$ cat src/rtl/imem_arbiter.sv
// Instruction-memory arbiter: one memory port shared between CPU fetch and the
// program loader. Fetch has priority, a saturating starvation counter forces the
// loader through after MAX_WAIT lost cycles, and a lock mode gives the loader
// exclusive ownership while it reprograms the memory. Read data returns one
// cycle after the grant and is steered to whichever side issued the read.
module imem_arbiter #(
   parameter int ADDR_WIDTH = 10,
   parameter int DATA_WIDTH = 32,
   parameter int MAX_WAIT   = 4
) (
   input  logic                  clk,
   input  logic                  rst_n,
   input  logic                  if_req,
   input  logic [ADDR_WIDTH-1:0] if_addr,
   output logic                  if_gnt,
   output logic                  if_rvalid,
   output logic [DATA_WIDTH-1:0] if_rdata,
   input  logic                  ld_req,
   input  logic                  ld_we,
   input  logic                  ld_lock,
   input  logic [ADDR_WIDTH-1:0] ld_addr,
   input  logic [DATA_WIDTH-1:0] ld_wdata,
   output logic                  ld_gnt,
   output logic                  ld_rvalid,
   output logic [DATA_WIDTH-1:0] ld_rdata,
   output logic                  locked,
   output logic                  mem_en,
   output logic                  mem_we,
   output logic [ADDR_WIDTH-1:0] mem_addr,
   output logic [DATA_WIDTH-1:0] mem_wdata,
   input  logic [DATA_WIDTH-1:0] mem_rdata
);

   typedef enum logic {ARB, LOCK} state_t;

   localparam logic [3:0] MAX_W = 4'(MAX_WAIT);

   state_t     state_q, state_d;
   logic [3:0] starve_q, starve_d;
   logic       rd_if_p1, rd_ld_p1;

   // Grant decision, next state and starvation bookkeeping; grants are held
   // low while reset is asserted so no access leaks out during reset.
   always_comb begin
      if_gnt   = 1'b0;
      ld_gnt   = 1'b0;
      state_d  = state_q;
      starve_d = starve_q;

      if (rst_n) begin
         if (state_q == LOCK) begin
            ld_gnt = ld_req;
         end else begin
            ld_gnt = ld_req & (!if_req | (starve_q == MAX_W));
            if_gnt = if_req & !ld_gnt;
         end
      end

      // A granted or absent loader request resets the wait; each cycle the
      // loader loses to fetch adds one, saturating at the forcing threshold.
      if (ld_gnt || !ld_req) begin
         starve_d = 4'd0;
      end else if (if_gnt && (starve_q < MAX_W)) begin
         starve_d = starve_q + 4'd1;
      end

      case (state_q)
         ARB:     if (ld_gnt && ld_lock) state_d = LOCK;
         LOCK:    if (!ld_lock)          state_d = ARB;
         default:                        state_d = ARB;
      endcase
   end

   // Memory port driven by whichever requester holds the grant, zero when idle.
   always_comb begin
      mem_en    = if_gnt | ld_gnt;
      mem_we    = ld_gnt & ld_we;
      mem_addr  = '0;
      mem_wdata = '0;
      if (ld_gnt) begin
         mem_addr  = ld_addr;
         mem_wdata = ld_wdata;
      end else if (if_gnt) begin
         mem_addr  = if_addr;
      end
   end

   // Arbitration state, starvation counter and read-owner flags.
   always_ff @(posedge clk or negedge rst_n) begin
      if (!rst_n) begin
         state_q  <= ARB;
         starve_q <= 4'd0;
         rd_if_p1 <= 1'b0;
         rd_ld_p1 <= 1'b0;
      end else begin
         state_q  <= state_d;
         starve_q <= starve_d;
         rd_if_p1 <= if_gnt;
         rd_ld_p1 <= ld_gnt & !ld_we;
      end
   end

   // Response stage: read data returned to the owner recorded at grant time.
   always_comb begin
      if_rvalid = rd_if_p1;
      ld_rvalid = rd_ld_p1;
      if_rdata  = rd_if_p1 ? mem_rdata : '0;
      ld_rdata  = rd_ld_p1 ? mem_rdata : '0;
      locked    = (state_q == LOCK);
   end

endmodule
$ cat config.mk
export PLATFORM = sky130hd
export DESIGN_NAME = imem_arbiter
export DESIGN_NICKNAME = d
export VERILOG_FILES = /design/src/rtl/imem_arbiter.sv
export SDC_FILE = /design/constraint.sdc
export NUM_CORES = 1
export LEC_CHECK = 0
export CAP_MARGIN = 15
export CORE_AREA = 2 2 79 81
export DETAILED_ROUTE_END_ITERATION = 8
export DIE_AREA = 0 0 81 83
export HOLD_SLACK_MARGIN = 0.03
export MAX_ROUTING_LAYER = met4
export PLACE_DENSITY = 0.9
export SLEW_MARGIN = 20
export SYNTH_ARGS = -nofsm -noshare
export SYNTH_HDL_FRONTEND = slang
export SYNTH_SLANG_ARGS = --single-unit
$ cat constraint.sdc
create_clock -name clk -period 2.3 [get_ports clk]
set_input_delay 0.23 -clock clk [delete_from_list [all_inputs] [get_ports clk]]
set_output_delay 0.23 -clock clk [all_outputs]
set_load 0.01 [all_outputs]
# Word level (Yosys, flattened, before mapping)
# Index checks and enable logic that the tools add are counted.
word_totals:
  mem_bits_ro: 0
  latch_bits: 0
  elab_cells: 36
  n_memories: 0
  out_inout_bits: 113
  reg_bits: 7
  ramBits: 0
op_classes:
  bitwise: 7
  n_reduce_logical: 8
  shift: 0
  mul: 0
  div: 0
  n_mux: 14
  eq_ne: 1
  order_cmp: 1
  addsub: 1
ops:
  columns: ["operator", "count"]
  rows:
  - ["$mux 32", 3]
  - ["$mux 10", 2]
  - ["$mux 4", 2]
  - ["$mux 1", 6]
  - ["$add 4x1->4 const B", 1]
  - ["$and 1x1->1", 4]
  - ["$eq 4x3->1 const B", 1]
  - ["$logic_not 1->1", 4]
  - ["$lt 4x3->1 const B", 1]
  - ["$logic_and 1x1->1", 2]
  - ["$or 1x1->1", 2]
  - ["$pmux 1 s2", 1]
  - ["$reduce_bool 2->1", 1]
  - ["$logic_or 1x1->1", 1]
  - ["$not 1->1", 1]

# Logic depth before layout (Yosys ltp)
logic_depth:
  word_depth: 10
  mapped_depth: 6

# Worst setup path after synthesis
# Ideal clock, no wire load.
synth_timing:
  kind: "reg-to-output"
  start: "reg starve_q[0]"
  end: "out mem_wdata[20]"
  setup_slack_ns: 0.765
  required_ns: 2.070
  arrival_time_ns: 1.305
  stages_incl_launch_ff: 7
  path_cell_list: "dfrtp_1 -> inv_1 -> ha_1 -> nand3b_4 -> a21oi_4 -> buf_6 -> and2_1"
synth_via:
  elab_chain_cells: 6
synth_rtl:
  columns: ["element", "line_no", "source"]
  rows:
  - ["from (decl)", "39", "logic [3:0] starve_q, starve_d;"]
  - ["from (signal assigned)", "97", "starve_q <= starve_d;"]
  - ["$eq 4x3->1", "54", "ld_gnt = ld_req & (!if_req | (starve_q == MAX_W));"]
  - ["$or 1x1->1", "54", null]
  - ["$and 1x1->1", "54", null]
  - ["$mux 1", "51", "if (state_q == LOCK) begin"]
  - ["$mux 1", "50", "if (rst_n) begin"]
  - ["named net ld_gnt", "23", "output logic ld_gnt,"]
  - ["$mux 32", "80", "if (ld_gnt) begin"]
  - ["to (decl)", "30", "output logic [DATA_WIDTH-1:0] mem_wdata,"]
# The timed path passes the listed nets, and every way through them passes these cells.

# Worst setup path in the final report
layout_timing:
  start: "reg starve_q[0]"
  end: "out mem_addr[1]"
layout_via:
  elab_chain_cells: 9
  word_cells_on_any_way: 11
layout_rtl:
  columns: ["element", "line_no", "source"]
  rows:
  - ["$eq 4x3->1 *", "54", null]
  - ["$or 1x1->1 *", "54", null]
  - ["$and 1x1->1 *", "54", null]
  - ["$logic_not 1->1", "55", "if_gnt = if_req & !ld_gnt;"]
  - ["$and 1x1->1", "55", null]
  - ["$mux 1", "51", null]
  - ["$mux 1", "50", null]
  - ["$mux 10", "83", "end else if (if_gnt) begin"]
  - ["$mux 10 *", "80", null]
  - ["to (decl)", "29", "output logic [ADDR_WIDTH-1:0] mem_addr,"]
# Mark *: on every way between the ends. The rest lies on a longest branch, timed or not.

==> impl_metrics.ini <==
[timing]
tns_ns = 0
finalCriticalPeriod_ns = 2.23
maxSlewViolCount = 0
relSlewSlack_pct = 72.9
max_freq_ghz = 0.448
finClkSkew_ns = 0.00259
setup_violations = 0
tightest_slew_ns = 0.403
hold_viol_final = 0
period_share_pct = 97.2
whs_ns = 0.390
fin_ws_ns = 0.0654

[route]
drt_iter0_drc = 37
wl_met1_um = 2400
drt_wl_total_um = 7040
wl_per_cell_um = 15.4
routed_via_density = 4.44
first_pass_iters = 4
wl_met3_um = 713
maxUsedRoutingLayer = met4
ant_nets = 0
drcViolationCount = 0
wl_met2_um = 3770
via_count = 2031

[final_layout]
drive_above_1_share_pct = 7.59
final_util_pct = 59.8
nFillCells = 512
diodes = 0
syn2layout_area_growth_pct = 186
instances_no_fill = 457
fin_nets = 475
stdcell_area_mm2 = 0.00348

[pwr]
powerDensity_mw_per_mm2 = 221
p_comb_share_pct = 60.4
seqPwrFrac_pct = 17.1
clkPwrFrac_pct = 22.5
ir_worst_vdd_mv = 0.355
p_total_mw = 0.767
p_int_mw = 0.543
netSwitchingFraction_pct = 29.2
p_switching_mw = 0.224
leakage_nw = 1.77

[clocking]
postCtsHoldBufs = 0
cts_tree = done
cts_root_buffer = clkbuf_8
clk_latency_ns = 0.23
numCtsBuffers = 3
cts_max_level = 1
cts.clk_slew.worst_paths_ns = 0.04
clock_sinks = 7
cts_max_path_buffers = 2

[floorplan]
die_y_um = 83
die_area_mm2 = 0.00672
fp.coreArea_mm2 = 0.00582
initial_utilization_pct = 20.9
io_pins = 203
dieWidth_um = 81
core.rowCount = 28

[logic_synthesis]
yosysTopAreaCell = and2_1
synth.distinct_cells = 27
syn-cell-area_mm2 = 0.00121
synth_commonest_cells = 97 x and2_1, 22 x nand2_1, 10 x o22ai_1
yosys_warnings = 0
async_flop_share_pct = 100
synth_top_area_share_pct = 49.9
synth-seq-cells = 7
synthesis.instances = 176
avgSynthCellArea_um2 = 6.90
mappedNetlistNets = 268
synth_edf_count = 0
yosysMostFrequentCell = and2_1
yosysSeqAreaShare_pct = 14.4
yosys-top-cells-area = and2_1 50%, dfrtp_1 14%, nand2_1 6.8%, o22ai_1 5.1%, buf_6 2.8%
synthFlopType = dfrtp_1

[placed_design]
dp_cells = 448
portBuffers = 202
place_area_mm2 = 0.00334
gp_congestion = 0.852
hpwl_um = 5750
dp_slack_ns = 0.0413

[global_route]
antenna_found_initial = 0
grt_pass1_vias = 2001
grt_pass1_wl_um = 10100
grt-ovfl-total = 0
grtUsageTotal_pct = 19.8
grt_max_degree = 35

[run]
drv_cap = 0

[setup_path]
end_kind = output pin
r2r-end = ld_rvalid
crit_type = reg -> out
worstPathMaxFanout = 5
cp_slowest_stage_delay_ns = 0.56
r2r_start = starve_q[0]
crit_arrival_ns = 2.00
reg2regPathDepth = 7
critical_path.startpoint = starve_q[0]
cp.required_ns = 2.07
cp_cell_sequence = inv_1, ha_2, and3b_2, o21ai_4, o22ai_1, clkdlybuf4s50_1
cp_slowest_cell = clkdlybuf4s50_1
rrSetupSlack_ns = 0.78
worstSetupStartpointType = flip-flop

[hold_path]
hold_path_class = in -> async

[outcome]
status = completed
cell type report:
cell class	instances	area, um^2	share of cell area (%)
timing repair buffer	213	2160	62.0
multi-input combinational	155	996	28.6
sequential	7	175	5.04
tap	75	93.8	2.70
clock buffer	4	45.0	1.30
inverter	3	11.3	0.324
repair_timing:
| action | CTS | global route |
|---|---|---|
| pin swaps | 0 | 2 |
| endpoints found under the setup margin | 43 | 35 |
| buffers inserted | 1 | 2 |
| cloned | 1 | 1 |
| resized for setup | 25 | 40 |
layout by cell type (no fill, tap or decap), types with 3 or more instances in the layout:
master / instances
clkdlybuf4s50_1: 159
and2_1: 97
nand2_1: 22
dlymetal6s2s_1: 21
dlygate4sd2_1: 13
o22ai_1: 10
buf_4: 8
dfrtp_1: 7
clkbuf_2: 7
inv_1: 3
o21ai_4: 3
clkbuf_8: 3
logic make-up (layout without fill, tap and decap cells):
family	after synthesis	after routing	share of synthesized area, %
flip-flops	7	7	14.4
AO/OA/AOI/OAI	23	24	13.8
adder cells (fa/ha/maj)	2	2	2.06
AND/OR/NAND/NOR	129	129	63.1
buffers and inverters	15	220	6.59
critical path, delay by kind of cell, from the launching register on:
family	cells	cell delay [ns]
buf+inv	2	0.66
compound gates	2	0.23
flops	1	0.39
fa+ha+maj	1	0.21
simple gates	1	0.29
flip-flops by register name (all words and copies together) (netlist names):
register and flops:
ld_rvalid 1, locked 1, starve_q 4, if_rvalid 1
worst max path at each step:
stage	cells past startpoint	endpoint
floorplan	6	mem_wdata[20]
global placement	6	mem_addr[7]
detailed placement	6	mem_addr[7]
CTS	7	mem_wdata[6]
global route	6	mem_addr[1]
finish	6	mem_addr[1]
layer usage:
layer  GRT usage, %  vias to the layer above
met4           6.78                        0
met1           18.4                      906
met5              -                        -
li1               -                      982
met3           6.74                       14
met2           36.7                      129
power by group through the flow:
stage               clock (mW)  combinational [mW]  sequential [mW]
floorplan                    0               0.136            0.134
global placement             0               0.449            0.133
detailed placement           0               0.460            0.133
CTS                      0.178               0.464            0.131
global route             0.186               0.496            0.131
finish                   0.172               0.464            0.131
No activity file was read; power rests on OpenSTA's default activity.
